--- config.mk ---
export PLATFORM = sky130hd
export DESIGN_NAME = data_mem_arbiter
export DESIGN_NICKNAME = d
export VERILOG_FILES = /design/src/rtl/dm_arb_pkg.sv /design/src/rtl/dm_arb_starve_ctr.sv /design/src/rtl/data_mem_arbiter.sv
export SDC_FILE = /design/constraint.sdc
export NUM_CORES = 1
export LEC_CHECK = 0
export CORE_ASPECT_RATIO = 1.4
export CORE_MARGIN = 1.5
export CORE_UTILIZATION = 45
export DETAILED_ROUTE_END_ITERATION = 12
export PLACE_DENSITY = 0.87
export SYNTH_ARGS = -nofsm -noshare
export SYNTH_HDL_FRONTEND = slang
export SYNTH_SLANG_ARGS = --single-unit
--- constraint.sdc ---
create_clock -name clk -period 13.3 [get_ports clk]
set_clock_uncertainty 0.15 [all_clocks]
set_input_delay 3.325 -clock clk [delete_from_list [all_inputs] [get_ports clk]]
set_output_delay 3.325 -clock clk [all_outputs]
set_load 0.03 [all_outputs]
--- src/rtl/dm_arb_pkg.sv ---
// Shared constants for the Data_Memory arbiter: FSM state encodings and
// port-select values, plus the word-alignment test used by the arbiter.
package dm_arb_pkg;

    localparam logic [1:0] IDLE   = 2'd0;
    localparam logic [1:0] ACCESS = 2'd1;
    localparam logic [1:0] RESP   = 2'd2;

    localparam logic SEL_CPU = 1'b0;
    localparam logic SEL_DMA = 1'b1;

    function automatic logic is_misaligned(input logic [1:0] lsb);
        return lsb != 2'b00;
    endfunction

endpackage

--- src/rtl/dm_arb_starve_ctr.sv ---
// Saturating counter of consecutive dma arbitration losses; sat tells the
// arbiter that dma must win the next arbitration it takes part in.
module dm_arb_starve_ctr #(
    parameter int LIMIT = 4,
    parameter int CW    = $clog2(LIMIT + 1)
) (
    input  logic          clk,
    input  logic          rst,
    input  logic          inc,
    input  logic          clr,
    output logic [CW-1:0] cnt,
    output logic          sat
);

    assign sat = (cnt == CW'(LIMIT));

    always_ff @(posedge clk or posedge rst) begin
        if (rst) begin
            cnt <= '0;
        end else if (clr) begin
            cnt <= '0;
        end else if (inc && !sat) begin
            cnt <= cnt + 1'b1;
        end
    end

endmodule

--- src/rtl/data_mem_arbiter.sv ---
// Shares one Data_Memory between the pipeline MEM stage (cpu) and a loader/debug
// DMA (dma). Each access runs IDLE -> ACCESS -> RESP, so one access per 3 cycles.
module data_mem_arbiter
    import dm_arb_pkg::*;
#(
    parameter int DW           = 32,
    parameter int AW           = 32,
    parameter int STARVE_LIMIT = 4
) (
    input  logic          clk,
    input  logic          rst,
    input  logic          cpu_req,
    input  logic          cpu_we,
    input  logic [AW-1:0] cpu_addr,
    input  logic [DW-1:0] cpu_wdata,
    output logic          cpu_ack,
    output logic          cpu_err,
    output logic [DW-1:0] cpu_rdata,
    output logic          cpu_stall,
    input  logic          dma_req,
    input  logic          dma_we,
    input  logic [AW-1:0] dma_addr,
    input  logic [DW-1:0] dma_wdata,
    output logic          dma_ack,
    output logic          dma_err,
    output logic [DW-1:0] dma_rdata,
    output logic [AW-1:0] mem_address,
    output logic [DW-1:0] mem_writedata,
    output logic          mem_memwrite,
    output logic          mem_memread,
    input  logic [DW-1:0] mem_readdata,
    output logic [1:0]    dbg_state,
    output logic [3:0]    dbg_starve_cnt
);

    localparam int CW = $clog2(STARVE_LIMIT + 1);

    // Handshake: a requester raises req with we/addr/wdata and holds them all
    // stable until it sees its one-cycle ack; it may drop or change req in the
    // cycle after ack. req is only sampled in IDLE, never during ACCESS/RESP.

    logic [1:0]    state;
    logic          sel;
    logic          lat_we;
    logic          lat_bad;
    logic [CW-1:0] starve_cnt;
    logic          starve_sat;

    logic          arb;
    logic          dma_win;
    logic          w_we;
    logic [AW-1:0] w_addr;
    logic [DW-1:0] w_wdata;
    logic          w_bad;

    always_comb begin
        arb     = (state == IDLE) && (cpu_req || dma_req);
        dma_win = dma_req && (!cpu_req || starve_sat);
        w_we    = dma_win ? dma_we    : cpu_we;
        w_addr  = dma_win ? dma_addr  : cpu_addr;
        w_wdata = dma_win ? dma_wdata : cpu_wdata;
        w_bad   = is_misaligned(w_addr[1:0]);
    end

    dm_arb_starve_ctr #(.LIMIT(STARVE_LIMIT), .CW(CW)) u_starve (
        .clk (clk),
        .rst (rst),
        .inc (arb && !dma_win && dma_req),
        .clr (arb && dma_win),
        .cnt (starve_cnt),
        .sat (starve_sat)
    );

    assign cpu_stall      = cpu_req && !cpu_ack;
    assign dbg_state      = state;
    assign dbg_starve_cnt = 4'(starve_cnt);

    always_ff @(posedge clk or posedge rst) begin
        if (rst) begin
            state         <= IDLE;
            sel           <= SEL_CPU;
            lat_we        <= 1'b0;
            lat_bad       <= 1'b0;
            mem_address   <= '0;
            mem_writedata <= '0;
            mem_memwrite  <= 1'b0;
            mem_memread   <= 1'b0;
            cpu_ack       <= 1'b0;
            cpu_err       <= 1'b0;
            cpu_rdata     <= '0;
            dma_ack       <= 1'b0;
            dma_err       <= 1'b0;
            dma_rdata     <= '0;
        end else begin
            cpu_ack <= 1'b0;
            cpu_err <= 1'b0;
            dma_ack <= 1'b0;
            dma_err <= 1'b0;
            case (state)
                IDLE: begin
                    if (arb) begin
                        sel           <= dma_win ? SEL_DMA : SEL_CPU;
                        lat_we        <= w_we;
                        lat_bad       <= w_bad;
                        mem_address   <= w_addr;
                        mem_writedata <= w_wdata;
                        // A misaligned access still walks the FSM but never touches memory.
                        mem_memwrite  <= w_we && !w_bad;
                        mem_memread   <= !w_we && !w_bad;
                        state         <= ACCESS;
                    end
                end
                ACCESS: begin
                    mem_memwrite <= 1'b0;
                    mem_memread  <= 1'b0;
                    state        <= RESP;
                    if (sel == SEL_DMA) begin
                        dma_ack <= 1'b1;
                        dma_err <= lat_bad;
                        if (!lat_we && !lat_bad) dma_rdata <= mem_readdata;
                    end else begin
                        cpu_ack <= 1'b1;
                        cpu_err <= lat_bad;
                        if (!lat_we && !lat_bad) cpu_rdata <= mem_readdata;
                    end
                end
                default: state <= IDLE;
            endcase
        end
    end

endmodule

# Yosys cells after proc, flatten, opt, wreduce, memory -nomap -nowiden
# Cells that the tools add are included.
# totals
out_inout_bits	141
in_bits	166
reg_bits	142
# classes
eq_ne	3
muxes	20
add_sub_neg	1
n_bitwise	1
reduce_logical	28
# ops
op	count
32-bit two-way mux	2
1-bit two-way mux	12
1-bit logical AND	10
1-bit zero test	8
3-bit two-way mux	2
3-bit AND reduction	2
2-bit nonzero test	3
1-bit one-hot mux with 2 select lines	2
2-bit one-hot mux with 2 select lines	1
2-bit AND reduction	2
3-bit by 1-bit adder with 3-bit output (second input constant)	1
3-bit == test (second input constant)	1
2-bit by 1-bit == test with 1-bit output (second input constant)	1
2-bit zero test	1
1-bit logical OR	2
2-bit two-way mux	1
2-bit != test (second input constant)	1
1-bit NOT	1

# Longest topological paths before layout
# Gate-level depths: netlist of the first run.
# logic_depth
depth_word	9
depth_mapped	9
mapped_depth_nobuf	5

# By module
# A second synthesis of the first run with hierarchy kept.
# hier_totals
hier_cells	485
area_unflattened_um2	6087.1
# by_module_without_submodules
module	cells_each	instances	area_each_um2	seq_area_each_um2
data_mem_arbiter	466	1	5885.6	3478.3
dm_arb_starve_ctr	19	1	201.4	75.1

# Worst setup path before layout of the first run
# Ideal clock, no wire load.
# synth_timing
path_type	input -> output
from	input cpu_req
to	output cpu_stall
path_slack_ns	6.045
path_buffers	0
path_stages	1
arrival_time_ns	3.780
path_cell_list	nor2b_1
# synth_between
elab_chain_cells	1
# synth_lines
element	line	text
from (decl)	data_mem_arbiter.sv:12	input logic cpu_req,
1-bit logical AND	data_mem_arbiter.sv:74	assign cpu_stall = cpu_req && !cpu_ack;
to (decl)	data_mem_arbiter.sv:19	output logic cpu_stall,
# No other way between the ends.

# Worst setup path in the final report of the first run
# Same ends and word-level chain as after synthesis.

==> results_dict.tcl, run 1 <==
set metrics [dict create \
    whs_ns 0.332 \
    grt-ovfl-total 0 \
    clockBufferDepth 2 \
    ys_seq_elements 142 \
    crit_cells 3 \
    cp_num_buf_inv 2 \
    avgViaCountPerCell 5.78 \
    postLayoutCellArea_um2 10200 \
    powerDensity_nw_per_um2 264 \
    htreeDepth 4 \
    nets 1020 \
    synth_top_area_share_pct 54.2 \
    clock_sinks 142 \
    rsz0062_at_grt "false" \
    use_met3_pct 6.05 \
    tritoncts "done" \
    yosys-top-cells-area "dfrtp_1 54%, mux2_1 11%, nand4_1 6.4%" \
    drt_iter0_drc 354 \
    synth.distinct_cells 35 \
    crit_type "in -> out" \
    final_layout_size_suffix_gt1_share_pct 8.33 \
    tightest_slew_ns 1.11 \
    multi_input_area_um2 2690 \
    ir_worst_vdd_mv 0.127 \
    wirelength_um 20700 \
    leakage_nw 4.00 \
    hold_class "reg -> reg" \
    drv_cap 0 \
    grtUsageMet2_pct 46.4 \
    synth-async-reset-ratio_pct 100 \
    cts_resized 0 \
    n_antenna_cell 0 \
    cp-end-kind "primary output" \
    finalWorstSetupSlack_ns 4.99 \
    setup_viol_count_final 0 \
    die_h_um 146 \
    slew_headroom_pct 25.6 \
    hold_violations 0 \
    syn-instance-count 585 \
    grt_max_degree 84 \
    synth.yosys.warnings 0 \
    slowest_delay_ns 0.68 \
    crit_path_max_fanout 6 \
    area_growth_pct 55.7 \
    grt-busiest-layer "met2" \
    core_area_um2 14400 \
    antenna_left 0 \
    fmax_ghz 0.120 \
    grt_pass1_vias 6180 \
    hold_path_depth 1 \
    antenna_found_initial 0 \
    seq_area_frac_synth_pct 54.2 \
    synth.avg_cell_area_um2 11.2 \
    synth_top_area_cell "dfrtp_1" \
    start_util_pct 45.6 \
    synth_edf_count 0 \
    finalCritPeriodShare_pct 62.4 \
    crit_arrival_ns 4.83 \
    r2r_cells 7 \
    first_pass_iters 6 \
    fin_crit_ns 8.31 \
    vias 6082 \
    routedWlPerCell_um 19.6 \
    outcome "completed" \
    synth_nets 753 \
    track_usage_pct 27.0 \
    ys.flop_type "dfrtp_1" \
    path_delay_family "buffers and inverters" \
    worstPathCellList "clkdlybuf4s50_1, nor2b_1, clkdlybuf4s50_1" \
    final_core_util_pct 71.0 \
    crit_top_cell "clkdlybuf4s50_1" \
    pin_count 307 \
    critPathRequiredTime_ns 9.82 \
    clock-root-buffer "clkbuf_16" \
    dpl_cell_area_um2 9630 \
    fp.dieW_um 105 \
    post_cts_buffers 0 \
    clkLatencyLatePin_ns 0.41 \
    regArea_um2 3550 \
    dp_slack_ns 5.00 \
    synth.cell_area_um2 6560 \
    cp-start-kind "input pin" \
    cts_made_buffers 17 \
    grt_first_pass_wirelength_um 32700 \
    fill_cells 1034 \
    critPathSlowestCell "clkdlybuf4s50_1" \
    use_met1_pct 31.9 \
    gp_congestion 0.798 \
    final_common_cell "clkdlybuf4s50_1" \
    dieArea_um2 15300 \
    place_hpwl_um 13400 \
    drv_slew 0 \
    rows 52 \
    port_buffers 305 \
    final_cell_mix "304 x clkdlybuf4s50_1, 142 x dfrtp_1, 67 x nand4_1, 65 x nand3_1, 64 x mux2_1" \
    cts.hold.buffers_added 0 \
    drc_errors 0 \
    tns_ns 0 \
    cts.clk_slew.worst_paths_ns 0.06 \
]
cell families (layout without fill, tap and decap cells):
kind of cell	after synthesis	after routing	share of synthesized area (%)
DFF	142	142	54.2
AOI/OAI and AO/OA	145	145	15.7
other	1	1	0.0572
adders and majority gates	2	2	0.382
and+or+nand+nor	158	158	13.7
muxes	64	64	11.0
buffers and inverters	73	352	4.91
worst reg2reg max path, delay by kind of cell, from the launching register on:
kind            cells  cell delay [ns]
compound gates      2             0.32
fa+ha+maj           1             0.15
buf+inv             3             1.25
flops               1             0.43
simple gates        1             0.82
area by class of cell:
class	instances	area share, %
timing repair buffer	315	30.6
multi-input combinational	370	26.4
sequential	142	34.8
tap	189	2.32
clock buffer	17	4.17
clock inverter	14	1.46
inverter	6	0.270
power breakdown:
group	switching, mW	internal, mW
registers	0.124	0.649
logic	0.870	0.593
clock network	0.201	0.263
total	1.19	1.50
sequential cells by signal, indices dropped and copies added (netlist names), 2 cells and up:
name and cells:
dbg_state 2, mem_writedata 32, mem_address 32, cpu_rdata 32, dma_rdata 32, u_starve.cnt 3
synthesized netlist by cell type (3+ instances only):
| cell | instances |
|---|---|
| nand3_1 | 65 |
| inv_1 | 6 |
| buf_6 | 3 |
| nand2_1 | 7 |
| buf_1 | 6 |
| clkbuf_1 | 40 |
| o21ai_0 | 48 |
| nand4_1 | 67 |
| mux2_1 | 64 |
| o21ai_1 | 24 |
| buf_2 | 16 |
| o211ai_1 | 47 |
| and2_1 | 4 |
| dfrtp_1 | 142 |
| o211ai_2 | 20 |
routing by layer:
metal | wire length [um] | share of wire, %
met3 | 1380 | 6.7
met1 | 7710 | 37
met2 | 10800 | 52
met4 | 798 | 3.9
met5 | 0 | 0
path summary, 6_finish.rpt:
check / from / end / slack, ns
max: cpu_req / cpu_stall / 4.99
min: sel$_DFFE_PP0P_ / cpu_ack$_DFF_PP0_ / 0.33
max reg2reg: u_starve.cnt[0]$_DFFE_PP0P_ / mem_address[24]$_DFFE_PP0P_ / 10.04
min reg2reg: sel$_DFFE_PP0P_ / cpu_ack$_DFF_PP0_ / 0.33
max in group asynchronous: rst / cpu_rdata[29]$_DFFE_PP0P_ / 8.33
min in group asynchronous: rst / mem_address[13]$_DFFE_PP0P_ / 3.23
metrics by stage:
stage	total power [mW]	std cells
final	2.70	1053
after global routing	2.83	1053
after CTS	2.72	1053
after detailed placement	2.24	1022
after global placement	2.21	1022
after floorplan	1.63	585
Note: power is estimated with default switching activity, not from simulation.
==> run 2: changes to the inputs <==
Settings changed: CORE_UTILIZATION 45 to 42, PLACE_DENSITY 0.87 to 0.82.
Clock period 13.3 ns to 8.7 ns, I/O delays scaled along.
==> results_dict.tcl, run 2 (synthesis gave the netlist of run 1 again) <==
set metrics [dict create \
    leakage_nw 4.04 \
    finalWorstSetupSlack_ns 2.73 \
    drc_errors 0 \
    final_common_cell "clkdlybuf4s50_1" \
    cts.clk_slew.worst_paths_ns 0.06 \
    fp.dieW_um 109 \
    worstPathCellList "clkdlybuf4s50_1, nor2b_1, clkdlybuf4s50_1" \
    critPathSlowestCell "clkdlybuf4s50_1" \
    cts_resized 0 \
    gp_congestion 0.781 \
    track_usage_pct 25.1 \
    final_layout_size_suffix_gt1_share_pct 8.32 \
    fmax_ghz 0.167 \
    slew_headroom_pct 37.1 \
    port_buffers 305 \
    core_area_um2 15100 \
    vias 6010 \
    drv_slew 0 \
    hold_violations 0 \
    hold_class "reg -> reg" \
    fin_crit_ns 5.97 \
    area_growth_pct 56.7 \
    tightest_slew_ns 0.942 \
    tritoncts "done" \
    drt_iter0_drc 321 \
    avgViaCountPerCell 5.69 \
    routedWlPerCell_um 19.5 \
    slowest_delay_ns 0.67 \
    dieArea_um2 16400 \
    ir_worst_vdd_mv 0.230 \
    cts.hold.buffers_added 0 \
    finalCritPeriodShare_pct 68.7 \
    place_hpwl_um 13400 \
    grt_first_pass_wirelength_um 32100 \
    path_delay_family "buffers and inverters" \
    cts_made_buffers 17 \
    post_cts_buffers 0 \
    rows 53 \
    clock-root-buffer "clkbuf_16" \
    htreeDepth 4 \
    nets 1020 \
    first_pass_iters 7 \
    critPathRequiredTime_ns 6.38 \
    start_util_pct 43.4 \
    hp-start "sel$_DFFE_PP0P_" \
    multi_input_area_um2 2690 \
    crit_path_max_fanout 6 \
    clkLatencyLatePin_ns 0.40 \
    crit_top_cell "clkdlybuf4s50_1" \
    cp_num_buf_inv 2 \
    grt-ovfl-total 0 \
    n_antenna_cell 0 \
    cp-end-kind "primary output" \
    dp_slack_ns 2.71 \
    regArea_um2 3550 \
    rsz0062_at_grt "false" \
    clockBufferDepth 2 \
    grt_pass1_vias 6033 \
    fill_cells 1153 \
    whs_ns 0.335 \
    crit_type "in -> out" \
    antenna_found_initial 0 \
    tns_ns 0 \
    clock_sinks 142 \
    crit_arrival_ns 3.65 \
    regToRegStartpoint "dbg_state[1]$_DFFE_PP0P_" \
    outcome "completed" \
    pin_count 307 \
    powerDensity_nw_per_um2 408 \
    setup_viol_count_final 0 \
    cp-start-kind "input pin" \
    drv_cap 0 \
    grt_max_degree 92 \
    final_cell_mix "304 x clkdlybuf4s50_1, 142 x dfrtp_1, 67 x nand4_1, 65 x nand3_1, 64 x mux2_1" \
    die_h_um 151 \
    antenna_left 0 \
    critPathLaunch "cpu_req" \
    wirelength_um 20600 \
]
==> run 2: changes by cell type in the layout (fill, tap and decap cells not counted), sizes merged <==
cell	previous run	this run
clkinvlp	4	1
bufinv	1	4
inv	13	10
clkinv	2	5
clkbuf	17	18
==> run 2: final cells by class <==
| class | count | area share (%) |
|---|---|---|
| Clock inverter | 14 | 2.02 |
| Inverter | 6 | 0.268 |
| Clock buffer | 18 | 4.18 |
| Tap cell | 192 | 2.34 |
| Multi-Input combinational cell | 370 | 26.2 |
| Sequential cell | 142 | 34.6 |
| Timing Repair Buffer | 315 | 30.4 |
==> run 2: power breakdown <==
group	internal (mW)	total (mW)	switching [mW]
clock	0.488	0.786	0.298
sequential	0.992	1.17	0.178
combinational	0.906	2.24	1.33
==> run 2: final timing paths <==
| check | to | slack (ns) | depth (start not counted) |
|---|---|---|---|
| setup reg to reg | u_starve.cnt[2]$_DFFE_PP0P_ | 5.70 | 4 |
| max in group asynchronous | cpu_rdata[7]$_DFFE_PP0P_ | 4.95 | 3 |
| hold reg to reg | cpu_ack$_DFF_PP0_ | 0.34 | 1 |
| min in group asynchronous | mem_address[25]$_DFFE_PP0P_ | 2.11 | 2 |
| setup / recovery | cpu_stall | 2.73 | 3 |
| hold / removal | cpu_ack$_DFF_PP0_ | 0.34 | 1 |
==> run 2: metal layers <==
metal,vias to the layer above,track usage (%),share of wire [%]
met3,54,6.07,7.4
met2,279,41.8,51
met4,0,12.0,4.0
met1,2928,30.5,38
li1,2749,-,-
met5,-,0,0
==> run 2: per-stage QoR <==
| step | instance area [um^2] | util, % | instances | power [mW] |
|---|---|---|---|---|
| 2_1_floorplan | 6560 | - | 585 | 2.50 |
| 3_3_place_gp | 9640 | 63.7 | 1025 | 3.38 |
| 3_5_place_dp | 9640 | 63.7 | 1025 | 3.43 |
| 4_1_cts | 10300 | 68.0 | 1057 | 4.23 |
| 5_1_grt | 10300 | 68.0 | 1057 | 4.42 |
| 6_report | 10300 | 68.0 | 1057 | 4.20 |
